===== src/rtl/seq_detector_param.sv =====
// ============================================================================
// Module      : seq_detector_param
// Description : Serial bit-stream detector matching a runtime-loadable pattern
//               of programmable length, with saturating match counter.
// Revision    : 1.0 - initial release
// ============================================================================
`default_nettype none

module seq_detector_param #(
    parameter int                 MAX_LEN         = 8,
    parameter int                 CNT_WIDTH       = 8,
    parameter logic [MAX_LEN-1:0] DEFAULT_PATTERN = MAX_LEN'(4'b1011),
    parameter int                 DEFAULT_LEN     = 4,
    localparam int                LW              = $clog2(MAX_LEN + 1)
) (
    input  logic                 clk,
    input  logic                 reset,
    input  logic                 data_valid,
    input  logic                 data_in,
    input  logic                 cfg_load,
    input  logic [MAX_LEN-1:0]   cfg_pattern,
    input  logic [LW-1:0]        cfg_len,
    input  logic                 overlap_en,
    input  logic                 cnt_clear,
    output logic                 detected,
    output logic [CNT_WIDTH-1:0] match_count,
    output logic                 count_sat
);

    localparam logic [LW-1:0]        c_max_len = LW'(MAX_LEN);
    localparam logic [LW:0]          c_one_w   = (LW+1)'(1);
    localparam logic [LW-1:0]        c_one_f   = LW'(1);
    localparam logic [CNT_WIDTH-1:0] c_one_c   = CNT_WIDTH'(1);

    logic [MAX_LEN-1:0]   r_hist;
    logic [LW-1:0]        r_fill;
    logic [MAX_LEN-1:0]   r_pat;
    logic [LW-1:0]        r_len;
    logic                 r_detected;
    logic [CNT_WIDTH-1:0] r_count;
    logic                 r_count_sat;

    logic [MAX_LEN-1:0]   w_shifted;
    logic [MAX_LEN-1:0]   w_mask;
    logic                 w_fill_ok;
    logic                 w_match;
    logic [LW-1:0]        w_fill_next;
    logic [LW-1:0]        w_len_clamped;
    logic [CNT_WIDTH-1:0] w_cnt_next;

    always_comb begin
        w_shifted = {r_hist[MAX_LEN-2:0], data_in};
        w_mask    = '0;
        for (int i = 0; i < MAX_LEN; i++) begin
            w_mask[i] = (i < int'(r_len));
        end
        // The bit being accepted counts toward the fill requirement.
        w_fill_ok = (({1'b0, r_fill} + c_one_w) >= {1'b0, r_len});
        w_match   = data_valid && !cfg_load && (r_len != '0) && w_fill_ok &&
                    ((w_shifted & w_mask) == (r_pat & w_mask));

        if (w_match && !overlap_en) begin
            w_fill_next = '0;
        end else if (r_fill == c_max_len) begin
            w_fill_next = r_fill;
        end else begin
            w_fill_next = r_fill + c_one_f;
        end

        w_len_clamped = (cfg_len > c_max_len) ? c_max_len : cfg_len;

        if (cnt_clear) begin
            w_cnt_next = '0;
        end else if (w_match && !(&r_count)) begin
            w_cnt_next = r_count + c_one_c;
        end else begin
            w_cnt_next = r_count;
        end
    end

    always_ff @(posedge clk) begin
        if (!reset) begin
            r_hist      <= '0;
            r_fill      <= '0;
            r_pat       <= DEFAULT_PATTERN;
            r_len       <= LW'(DEFAULT_LEN);
            r_detected  <= 1'b0;
            r_count     <= '0;
            r_count_sat <= 1'b0;
        end else begin
            r_detected  <= w_match;
            r_count     <= w_cnt_next;
            r_count_sat <= &w_cnt_next;
            if (cfg_load) begin
                r_pat  <= cfg_pattern;
                r_len  <= w_len_clamped;
                r_hist <= '0;
                r_fill <= '0;
            end else if (data_valid) begin
                r_hist <= w_shifted;
                r_fill <= w_fill_next;
            end
        end
    end

    assign detected    = r_detected;
    assign match_count = r_count;
    assign count_sat   = r_count_sat;

endmodule

`default_nettype wire

===== config.mk =====
export PLATFORM = sky130hd
export DESIGN_NAME = seq_detector_param
export DESIGN_NICKNAME = d
export VERILOG_FILES = /design/src/rtl/seq_detector_param.sv
export SDC_FILE = /design/constraint.sdc
export NUM_CORES = 1
export LEC_CHECK = 0
export ABC_AREA = 1
export BUFFER_PORTS_ARGS = -buffer_cell sky130_fd_sc_hd__buf_2
export CORE_UTILIZATION = 50
export CTS_BUF_LIST = sky130_fd_sc_hd__clkbuf_4 sky130_fd_sc_hd__clkbuf_8
export CTS_CLUSTER_DIAMETER = 150
export DETAILED_ROUTE_END_ITERATION = 10
export HOLD_SLACK_MARGIN = 0.15
export PLACE_DENSITY = 0.79
export SYNTH_ARGS = -nofsm -noshare
export SYNTH_HDL_FRONTEND = slang
export SYNTH_SLANG_ARGS = --single-unit

===== constraint.sdc =====
create_clock -name clk -period 2.3 [get_ports clk]
set_input_delay 0.115 -clock clk [delete_from_list [all_inputs] [get_ports clk]]
set_output_delay 0.115 -clock clk [all_outputs]
set_load 0.05 [all_outputs]

==> key figures <==
Finish
  – # nets final: between 300 and 400
  – Fraction of layout cells with a size suffix above 1: 22.9%
  – Diode count: 0
  – Synth-to-layout area growth: 24.2%
  – Fillers: roughly 340

Logic synthesis
  – Sequential area share after synthesis: roughly a third
  – Mapped Nets: 306
  – Yosys cell types: 29
  – Syn Area/Cell: about 6.9 um2
  – Synth Instances: 280
  – Yosys top cell area share: about a third
  – Synth area leader: dfxtp_1
  – Flops & latches, synth: 33
  – Ys Warns: 0
  – Syn Std Cell Area: between 1500 and 2000 um2
  – Synth area leaders: dfxtp_1 (34%), nand2_1 (13%), inv_1 (7.6%)

Global routing
  – Largest net degree at the start of global routing: 14
  – Initial antenna violation count: 0
  – GRT overflow: 0
  – Vias in the first global route: around 1700
  – First-pass GRT wire length: approximately 7.0 mm
  – Gr usage total: approximately 22%

STA
  – Relative slew margins: between 70% and 80%
  – Max Clk Rate: about 470 MHz
  – Worst Skew: 0.00424 ns
  – Least-Margin Pin Slew: between 0.4 and 0.5 ns
  – Worst setup margin: 0.163 ns
  – Setup Viol. Count Final: 0
  – Final worst-path cycle share: between 90% and 100%
  – RSZ-0062 raised after global routing: false
  – Slew Limit Fails: 0
  – Tmin final: between 2 and 2.5 ns
  – Setup TNS: 0 ns
  – Final hold violations: 0

Floorplan
  – Die width: approximately 64 um
  – Initial Util: between 50 and 60%
  – Die Area: just over 4000 um2
  – Die Height: ~64 um
  – Io pins: 29
  – Site Rows: 22
  – Core footprint: approximately 3700 um2

Pwr
  – Gate power share: approximately 17%
  – Power share of the clock group: a little over a third
  – Power Dens Cells: 532 nW/um2
  – Lkg Pwr: roughly 1.2 nW
  – Pint: about 930 uW
  – Worst vdd ir: roughly 0.43 mV
  – Sw Pwr: 350 uW
  – Part of the power in registers: 47.7%
  – Sw Share: ~27%

Clock network
  – Worst-skew pair later-pin latency: between 0.2 and 0.3 ns
  – CTS Root Cell: clkbuf_8
  – CTS Sinks: 33
  – Longest Clk Path Bufs: 2
  – CTS buffer count: 5
  – H-Tree Depth: 2
  – CTS tree: built
  – Reg clk slew, reported paths: 0.07 ns

Routing
  – Post-route ant nets: 0
  – DR WL met3: ~170 um
  – Via density: 4.93
  – Drt wl/cell: ~11 um
  – Post-route DRC: 0
  – Vias post-DR: around 1900
  – First-pass iteration count of the detailed router: 4
  – Met1 Wirelength: ~1.9 mm
  – Iteration-0 DRC Markers: about 110
  – WL met2: ~2.1 mm
  – Top Metal Used: met4
  – Final WL: about 4.2 mm

Setup path
  – CP Launch Type: register
  – Maximum fanout along the worst path: 5
  – Kind of end point of the critical path: register
  – WP data required: around 2.5 ns
  – Worst EP arrival: 2.37 ns
  – Kind of critical path: reg2reg

Run
  – Max Cap Viol: 0

Hold path
  – Min-delay worst type: in2reg

Place
  – Pre-CTS setup slack: ~0.067 ns
  – DP HPWL: 3.05 mm
  – Gpl congestion: 0.836
  – Count of input and output buffers: 28

Outcome
  – Status: completed
==> critical path: stages (launching register included) <==
cell and delay [ns]:
dfxtp_2 0.35, inv_1 0.07, ha_1 0.31, ha_1 0.28, nand2_1 0.05, inv_1 0.04, nand2_1 0.04, nand2_1 0.05
nand2_1 0.06, nand2_2 0.10, nand2_8 0.07, inv_2 0.10, nand3_4 0.10, nand2_1 0.07, nand3_1 0.08, nor2_1 0.13
nand3_1 0.08, nor2_1 0.08
==> cells in the final DEF (no fill, tap or decap) <==
cell and count:
nand2_1 67, inv_1 39, dfxtp_1 31, buf_2 28, nor2_1 27, nand3_1 19, a21oi_1 15, dlygate4sd3_1 15
o21ai_0 13, nand2_2 10, inv_2 6, ha_1 6, clkbuf_8 6, nor2_4 4, xnor2_1 4, o21ai_1 4
xor2_1 3, nor2_2 3, nand2_4 3, a211oi_1 3, nand3_2 2, nand3_4 2, nor3_1 2, nand4_1 2
buf_4 2, dfxtp_2 2, xor2_2 1, o211ai_1 1, a32o_1 1, o21bai_1 1, nand2_8 1, nor2_8 1
clkinv_4 1, a21oi_2 1, ha_2 1, clkbuf_4 1
==> cell usage after synthesis <==
| cell | instances |
|---|---|
| nand2_1 | 68 |
| inv_1 | 39 |
| dfxtp_1 | 33 |
| nor2_1 | 27 |
| nand3_1 | 19 |
| a21oi_1 | 15 |
| o21ai_0 | 13 |
| nand2_2 | 9 |
| ha_1 | 7 |
| inv_2 | 6 |
| clkbuf_1 | 5 |
| nor2_4 | 4 |
| o21ai_1 | 4 |
| xnor2_1 | 4 |
| xor2_1 | 4 |
| a211oi_1 | 3 |
| nand2_4 | 3 |
| nor2_2 | 3 |
| nand3_2 | 2 |
| nand4_1 | 2 |
| nor3_1 | 2 |
| a21oi_2 | 1 |
| a32o_1 | 1 |
| clkinv_4 | 1 |
| nand2_8 | 1 |
| nand3_4 | 1 |
| nor2_8 | 1 |
| o211ai_1 | 1 |
| o21bai_1 | 1 |
==> worst paths after layout <==
kind / startpoint / to / slack [ns] / cells after the start
min: reset / r_pat[6]$_SDFFE_PN0P_ / 0.17 / 3
min reg2reg: r_pat[6]$_SDFFE_PN0P_ / r_pat[6]$_SDFFE_PN0P_ / 0.46 / 2
max: r_fill[0]$_SDFFE_PP0P_ / count_sat$_SDFF_PN0_ / 0.16 / 17
max reg2reg: r_fill[0]$_SDFFE_PP0P_ / count_sat$_SDFF_PN0_ / 0.16 / 17
==> flip-flops by register name, indices dropped and copies added (netlist names) <==
name         cells
r_len            4
r_fill           4
count_sat        1
detected         1
r_hist           7
r_pat            8
match_count      8
==> repair_timing <==
action                                  in CTS  in global routing
hold endpoints to repair                    15                  0
gates resized for setup                      0                  6
endpoints found under the setup margin       0                 10
buffers inserted                             0                  1
hold buffers                                15                  0
==> cells by family after synthesis <==
group | count (synthesis) | share of synthesized area (%)
and+or+nand+nor | 142 | 36.4
buffers and inverters | 51 | 10.1
AOI/OAI and AO/OA | 39 | 11.2
DFF | 33 | 34.1
xor gates and xnor gates | 8 | 3.62
adders and majority gates | 7 | 4.52
==> final cells by class <==
class | instances | area [um2] | share of cell area [%]
clock buffer | 7 | 90.1 | 3.74
inverter | 46 | 178 | 7.38
multi-input combinational | 197 | 1110 | 46.1
sequential | 33 | 663 | 27.6
tap | 48 | 60.1 | 2.50
timing repair buffer | 45 | 305 | 12.7
==> routing by layer <==
metal | global-route usage (%) | vias up
met2 | 39.7 | 44
met4 | 8.06 | 0
met5 | 0 | -
li1 | - | 977
met3 | 5.00 | 8
met1 | 25.6 | 823
==> per-stage QoR <==
step	instance area [um2]	cells	total power, mW	utilization [%]	hold WS (ns)
2_1_floorplan	1940	280	0.765	-	0.241
3_3_place_gp	2130	352	0.807	57.6	0.326
3_5_place_dp	2130	352	0.812	57.6	0.329
4_1_cts	2370	374	1.28	64.1	0.166
5_1_grt	2410	376	1.34	65.2	0.182
6_report	2410	376	1.28	65.2	0.172
==> power by group through the flow <==
stage | logic [mW] | clock network (mW) | registers [mW]
after CTS | 0.211 | 0.464 | 0.609
after floorplan | 0.145 | 0 | 0.619
after detailed placement | 0.190 | 0 | 0.622
after global placement | 0.186 | 0 | 0.621
after global routing | 0.243 | 0.481 | 0.613
final | 0.216 | 0.453 | 0.610
(Power assumes the default switching activity.)
